$ cat config.mk
export PLATFORM = sky130hd
export DESIGN_NAME = instruktion_lader
export DESIGN_NICKNAME = d
export VERILOG_FILES = /design/src/rtl/instruktion_lader_pkg.sv /design/src/rtl/instruktion_lader_uart_empfaenger.sv /design/src/rtl/instruktion_lader.sv
export SDC_FILE = /design/constraint.sdc
export NUM_CORES = 1
export LEC_CHECK = 0
export CAP_MARGIN = 30
export CORE_AREA = 5 5 146 78
export CTS_BUF_LIST = sky130_fd_sc_hd__clkbuf_16
export DETAILED_ROUTE_END_ITERATION = 6
export DIE_AREA = 0 0 151 83
export PLACE_DENSITY = 0.7
export SETUP_SLACK_MARGIN = 0.05
export SYNTH_ARGS = -nofsm -noshare
export SYNTH_HDL_FRONTEND = slang
export SYNTH_SLANG_ARGS = --single-unit
$ cat constraint.sdc
create_clock -name Clock -period 2 [get_ports Clock]
set_input_delay 0.4 -clock Clock [delete_from_list [all_inputs] [get_ports Clock]]
set_output_delay 0.4 -clock Clock [all_outputs]
set_load 0.02 [all_outputs]
$ cat src/rtl/instruktion_lader_pkg.sv
// Shared encodings and constants for the UART boot loader.
// Imported by the receiver and by the loader top level.
package instruktion_lader_pkg;

    localparam int TAKTE_PRO_BIT_STD = 217;
    localparam int BYTES_PRO_WORT    = 4;

    typedef enum logic [1:0] {
        U_RUHE,
        U_START,
        U_DATEN,
        U_STOP
    } uart_zustand_t;

    typedef enum logic [2:0] {
        L_KOPF,
        L_SAMMELN,
        L_SCHREIBEN,
        L_NACHLAUF,
        L_FERTIG
    } lader_zustand_t;

endpackage

$ cat src/rtl/instruktion_lader_uart_empfaenger.sv
// 8N1 UART receiver with a two-flop input synchroniser.
// Emits a one-cycle strobe per good byte and per framing error.
module instruktion_lader_uart_empfaenger
    import instruktion_lader_pkg::*;
#(
    parameter int TAKTE_PRO_BIT = TAKTE_PRO_BIT_STD
) (
    input  logic       clk,
    input  logic       rst,
    input  logic       rx,
    output logic [7:0] empf_byte,
    output logic       byte_gueltig,
    output logic       rahmenfehler
);

    localparam int ZW = $clog2(TAKTE_PRO_BIT);
    localparam logic [ZW-1:0] Z_BIT  = ZW'(TAKTE_PRO_BIT - 1);
    localparam logic [ZW-1:0] Z_HALB = ZW'(TAKTE_PRO_BIT / 2 - 1);

    logic          rx_p0, rx_p1, rx_p2;
    uart_zustand_t zustand, zustand_n;
    logic [ZW-1:0] zaehler, zaehler_n;
    logic [2:0]    bit_nr, bit_nr_n;
    logic [7:0]    schiebe, schiebe_n;
    logic          gueltig_n, fehler_n;

    // Synchroniser stage p0/p1; p2 is only the previous value for edge detection
    always_ff @(posedge clk) begin
        if (rst) begin
            rx_p0 <= 1'b1;
            rx_p1 <= 1'b1;
            rx_p2 <= 1'b1;
        end else begin
            rx_p0 <= rx;
            rx_p1 <= rx_p0;
            rx_p2 <= rx_p1;
        end
    end

    always_comb begin
        zustand_n = zustand;
        zaehler_n = zaehler + ZW'(1);
        bit_nr_n  = bit_nr;
        schiebe_n = schiebe;
        gueltig_n = 1'b0;
        fehler_n  = 1'b0;
        unique case (zustand)
            U_RUHE: begin
                zaehler_n = '0;
                if (rx_p2 && !rx_p1) zustand_n = U_START;
            end
            U_START: begin
                // Mid start bit: a high line means the falling edge was a glitch
                if (zaehler == Z_HALB) begin
                    zaehler_n = '0;
                    bit_nr_n  = '0;
                    zustand_n = rx_p1 ? U_RUHE : U_DATEN;
                end
            end
            U_DATEN: begin
                if (zaehler == Z_BIT) begin
                    zaehler_n = '0;
                    schiebe_n = {rx_p1, schiebe[7:1]};
                    bit_nr_n  = bit_nr + 3'd1;
                    if (bit_nr == 3'd7) zustand_n = U_STOP;
                end
            end
            U_STOP: begin
                if (zaehler == Z_BIT) begin
                    zaehler_n = '0;
                    zustand_n = U_RUHE;
                    if (rx_p1) gueltig_n = 1'b1;
                    else       fehler_n  = 1'b1;
                end
            end
            default: zustand_n = U_RUHE;
        endcase
    end

    always_ff @(posedge clk) begin
        if (rst) begin
            zustand      <= U_RUHE;
            zaehler      <= '0;
            bit_nr       <= '0;
            byte_gueltig <= 1'b0;
            rahmenfehler <= 1'b0;
        end else begin
            zustand      <= zustand_n;
            zaehler      <= zaehler_n;
            bit_nr       <= bit_nr_n;
            byte_gueltig <= gueltig_n;
            rahmenfehler <= fehler_n;
        end
    end

    always_ff @(posedge clk) begin
        schiebe <= schiebe_n;
    end

    assign empf_byte = schiebe;

endmodule

$ cat src/rtl/instruktion_lader.sv
// UART boot loader: word count header, then little-endian words written
// into instruction RAM; releases the CPU reset after a hold time.
module instruktion_lader
    import instruktion_lader_pkg::*;
#(
    parameter int TAKTE_PRO_BIT = TAKTE_PRO_BIT_STD,
    parameter int ADRESSBREITE  = 8,
    parameter int WORTBREITE    = 32,
    parameter int NACHLAUF      = 10
) (
    input  logic                    Clock,
    input  logic                    Reset,
    input  logic                    Rx,
    output logic [ADRESSBREITE-1:0] Adresse,
    output logic [WORTBREITE-1:0]   DatenRaus,
    output logic                    SchreibenAn,
    input  logic                    DatenGeschrieben,
    output logic                    CPUReset,
    output logic                    Laedt,
    output logic                    Fertig,
    output logic                    Fehler
);

    localparam int NW = $clog2(NACHLAUF + 1);
    localparam logic [NW-1:0] N_LETZT = NW'(NACHLAUF - 1);

    // Last address to write; a count of 0 (or beyond the RAM) fills the whole RAM
    function automatic logic [ADRESSBREITE-1:0] endadresse(input logic [7:0] n);
        longint tiefe;
        tiefe = longint'(1) << ADRESSBREITE;
        if (n == 8'd0 || longint'(n) > tiefe) return ADRESSBREITE'(tiefe - 1);
        return ADRESSBREITE'(longint'(n) - 1);
    endfunction

    logic [7:0] empf_byte;
    logic       byte_gueltig, rahmenfehler;

    instruktion_lader_uart_empfaenger #(
        .TAKTE_PRO_BIT(TAKTE_PRO_BIT)
    ) u_empfaenger (
        .clk         (Clock),
        .rst         (Reset),
        .rx          (Rx),
        .empf_byte   (empf_byte),
        .byte_gueltig(byte_gueltig),
        .rahmenfehler(rahmenfehler)
    );

    lader_zustand_t          zustand, zustand_n;
    logic [ADRESSBREITE-1:0] adresse, adresse_n;
    logic [ADRESSBREITE-1:0] endadr, endadr_n;
    logic [WORTBREITE-1:0]   daten, daten_n;
    logic [1:0]              idx, idx_n;
    logic [7:0]              puffer, puffer_n;
    logic                    puffer_voll, puffer_voll_n;
    logic                    fehler, fehler_n;
    logic [NW-1:0]           nach, nach_n;
    logic                    nimm;
    logic [7:0]              nimm_byte;

    always_comb begin
        zustand_n     = zustand;
        adresse_n     = adresse;
        endadr_n      = endadr;
        daten_n       = daten;
        idx_n         = idx;
        puffer_n      = puffer;
        puffer_voll_n = puffer_voll;
        fehler_n      = fehler;
        nach_n        = nach;
        nimm          = 1'b0;
        nimm_byte     = empf_byte;
        if (rahmenfehler && zustand != L_FERTIG) fehler_n = 1'b1;
        unique case (zustand)
            L_KOPF: begin
                if (byte_gueltig) begin
                    endadr_n  = endadresse(empf_byte);
                    zustand_n = L_SAMMELN;
                end
            end
            L_SAMMELN: begin
                // A byte parked during the write is consumed before new ones
                if (puffer_voll) begin
                    nimm          = 1'b1;
                    nimm_byte     = puffer;
                    puffer_voll_n = byte_gueltig;
                    if (byte_gueltig) puffer_n = empf_byte;
                end else if (byte_gueltig) begin
                    nimm = 1'b1;
                end
                if (nimm) begin
                    daten_n[{idx, 3'b000} +: 8] = nimm_byte;
                    idx_n = idx + 2'd1;
                    if (idx == 2'(BYTES_PRO_WORT - 1)) zustand_n = L_SCHREIBEN;
                end
            end
            L_SCHREIBEN: begin
                if (byte_gueltig) begin
                    if (puffer_voll) begin
                        fehler_n = 1'b1;
                    end else begin
                        puffer_n      = empf_byte;
                        puffer_voll_n = 1'b1;
                    end
                end
                if (DatenGeschrieben) begin
                    if (adresse == endadr) begin
                        nach_n    = '0;
                        zustand_n = L_NACHLAUF;
                    end else begin
                        adresse_n = adresse + ADRESSBREITE'(1);
                        zustand_n = L_SAMMELN;
                    end
                end
            end
            L_NACHLAUF: begin
                nach_n = nach + NW'(1);
                if (nach == N_LETZT) zustand_n = L_FERTIG;
            end
            L_FERTIG: ;
            default: zustand_n = L_KOPF;
        endcase
    end

    always_ff @(posedge Clock) begin
        if (Reset) begin
            zustand     <= L_KOPF;
            adresse     <= '0;
            endadr      <= '0;
            daten       <= '0;
            idx         <= '0;
            puffer_voll <= 1'b0;
            fehler      <= 1'b0;
            nach        <= '0;
        end else begin
            zustand     <= zustand_n;
            adresse     <= adresse_n;
            endadr      <= endadr_n;
            daten       <= daten_n;
            idx         <= idx_n;
            puffer_voll <= puffer_voll_n;
            fehler      <= fehler_n;
            nach        <= nach_n;
        end
    end

    always_ff @(posedge Clock) begin
        puffer <= puffer_n;
    end

    assign Adresse     = adresse;
    assign DatenRaus   = daten;
    assign SchreibenAn = (zustand == L_SCHREIBEN);
    assign CPUReset    = (zustand != L_FERTIG);
    assign Laedt       = (zustand == L_SAMMELN) || (zustand == L_SCHREIBEN);
    assign Fertig      = (zustand == L_FERTIG);
    assign Fehler      = fehler;

endmodule
==> summary.txt <==
Post-synth EDFFs = 16
Worst-path clk slew = 0.06 ns
Routed WL per cell = 15.4 um
vias in the first global route = 3369
TritonCTS Buffers = 9
DIE HEIGHT = 83 um
initial antenna violation count = 0
Worst path slowest cell = or3_1
vias per cell = 5.22
CTS root buf = clkbuf_16
fraction of layout cells with a size suffix above 1 = 0.133
most common cell after layout, fill and taps aside = dfxtp_1
Starting Density = 0.429
CTS sink cnt = 93
Avg Inst Size Synth = 9.31 um^2
final core occ = 0.536
Final TNS setup = 0 ns
IO Port Bufs = 48
Seq cells post-synth = 93
endpoints failing setup = 0
clock tree from TritonCTS = done
pin slew with the least headroom to its limit = 0.530 ns
pin count of the biggest net entering global routing = 36
row cnt = 26
Final Max Slew Viols = 0
gpl congestion = 0.840
area post-placement = 0.00502 mm^2
met2 Use GR = 0.231
R2R setup slack = 0.12 ns
Leakage = 1.91 nW
synthesized area = 0.00427 mm^2
diode count = 0
CP Launch Type = flip-flop
most frequent cells in the layout = 75 x dfxtp_1, 59 x nor2_1, 46 x a21oi_1
slowest cell delay on critical path = 0.39 ns
Clock H-tree levels = 3
# DRC = 0
sequential fraction of the synthesis area = 0.473
Tot GR Track Use = 0.169
Max VDD drop = 0.000413 V
Final Cell Area = 0.00534 mm^2
worst-path maximum fanout = 8
slew margin rel. = 0.636
Tightest Hold Check Type = reg2reg
Die W = 151 um
die area = 0.0125 mm^2
skew final = 0.00687 ns
WP data required = 2.27 ns
Syn Inst Count = 459
worst skew pair latency = 0.35 ns
synth warn = 0
Min Clock Period, post-route = 1.88 ns
Max Buffers Root-to-Sink = 2
WP data arrival = 2.15 ns
total routed wirelength = 10200 um
total number of vias = 3473
dpl hpwl = 7550 um
Final Hold Fails = 0
most common flop cell mapped by yosys = dfxtp_1
Async S/R FF share, synth = 0
status = finished clean
Area growth syn-to-layout = 24.9%
RSZ-0062 raised after global routing = true
met1 Track Usage GR = 0.251
CP endpoint kind = flip-flop
first-pass GRT wire length = 16900 um
Tcrit/Tclk final = 0.941
delay-heaviest family, CP = simple AND/OR/NAND/NOR gates
gr busiest metal = met1
CP bufs+invs = 2
Netlist cell types = 48
fmax = 531 MHz
CP Class = reg2reg
total gr overflow = 0
syn nets = 482
M3 GR Usage = 0.0522
Power Dens Cells = 686 mW/mm^2
First DRT Iteration DRCs = 228
MaxCap Viol Count = 0
Core ar. = 0.00995 mm^2
antenna viol nets, final = 0
worst-path cell chain = inv_1, ha_2, inv_1, or3_1, or3_1, a21oi_1
Ports = 49
nets@finish = 544
first-pass iteration count of the detailed router = 4
final hold slack = 0.419 ns
-- routing by layer --
layer  share of wire  vias to the layer above
met4           0.013                        0
met1            0.52                     1656
li1                -                     1724
met3           0.060                       11
met5               0                        -
met2            0.40                       82
-- per-stage QoR --
stage               setup WS [ns]  total power, W  std cells
global placement           0.0923         0.00204        649
finish                      0.118         0.00366        665
detailed placement         0.0245         0.00204        649
CTS                        0.0216         0.00370        664
global route               0.0274         0.00377        665
floorplan                   0.142         0.00202        459
-- state kept, by name (all words and copies together), names as in the netlist, named ones only --
signal,count
Adresse,8
DatenRaus,32
Fehler,1
endadr,8
idx,2
nach,4
puffer,8
puffer_voll,1
u_empfaenger.bit_nr,3
u_empfaenger.byte_gueltig,1
u_empfaenger.empf_byte,8
u_empfaenger.rahmenfehler,1
u_empfaenger.rx_p0,1
u_empfaenger.rx_p1,1
u_empfaenger.rx_p2,1
u_empfaenger.zaehler,8
u_empfaenger.zustand,1
zustand,3
-- Yosys cell counts, types with 3 or more instances --
cell	number	area [um^2]
ha_1	19	238
nand3_1	13	65.1
a22oi_1	18	135
nor3_1	5	25.0
or2_2	3	18.8
nand4b_1	3	26.3
or3_1	19	119
a31o_2	3	26.3
nand2_1	35	131
a21oi_1	46	230
mux2i_1	11	110
o21ai_0	13	65.1
nand2b_1	5	31.3
clkbuf_1	17	63.8
buf_1	3	11.3
dfxtp_1	77	1540
o21a_1	4	30.0
edfxtp_1	16	480
a211oi_1	5	37.5
nor2_1	59	221
mux2_2	6	67.6
xor2_1	13	114
xnor2_1	12	105
and3_1	3	18.8
inv_1	19	71.3
-- cell families (layout without fill, tap and decap cells) --
kind of cell	Yosys count	count (layout)	share of synthesized area
compound gates	100	100	0.147
xor+xnor	25	25	0.0512
fa+ha+maj	19	19	0.0556
buf+inv	42	108	0.0384
flops	93	93	0.473
mux	17	17	0.0416
simple gates	163	163	0.193
-- cell type report --
class | count | area (um^2)
Fill cell | 916 | 4620
Multi-Input combinational cell | 324 | 2120
Sequential cell | 93 | 2020
Timing Repair Buffer | 74 | 658
Clock buffer | 9 | 225
Tap cell | 140 | 175
Inverter | 19 | 71.3
Clock inverter | 6 | 57.6
-- path summary, 6_finish.rpt --
check                           startpoint                       endpoint  cells past startpoint
max                    idx[0]$_SDFFE_PP0P_      DatenRaus[7]$_SDFFE_PP0P_                      6
min          u_empfaenger.rx_p0$_SDFF_PP1_  u_empfaenger.rx_p1$_SDFF_PP1_                      1
max reg2reg            idx[0]$_SDFFE_PP0P_      DatenRaus[7]$_SDFFE_PP0P_                      6
min reg2reg  u_empfaenger.rx_p0$_SDFF_PP1_  u_empfaenger.rx_p1$_SDFF_PP1_                      1
-- repair_timing --
action,CTS,global route
hold endpoints to repair,0,0
setup endpoints to repair,4,27
gates resized for setup,6,12
pin swaps,0,2
hold buffers,0,0
buffers inserted,0,1
-- where the power goes --
part	switching (W)	total [W]	internal, W
logic	0.0000594	0.0000939	0.0000345
registers	0.00000842	0.00191	0.00190
clock network	0.000701	0.00165	0.000953
total	0.000769	0.00366	0.00289
-- worst register-to-register path, cell delays in order, from the launching register on --
cell and delay, ns:
dfxtp_1 0.31, inv_1 0.23, ha_2 0.29, inv_1 0.06, or3_1 0.39, or3_1 0.36
a21oi_1 0.16
Note: power is estimated with default switching activity, not from simulation.
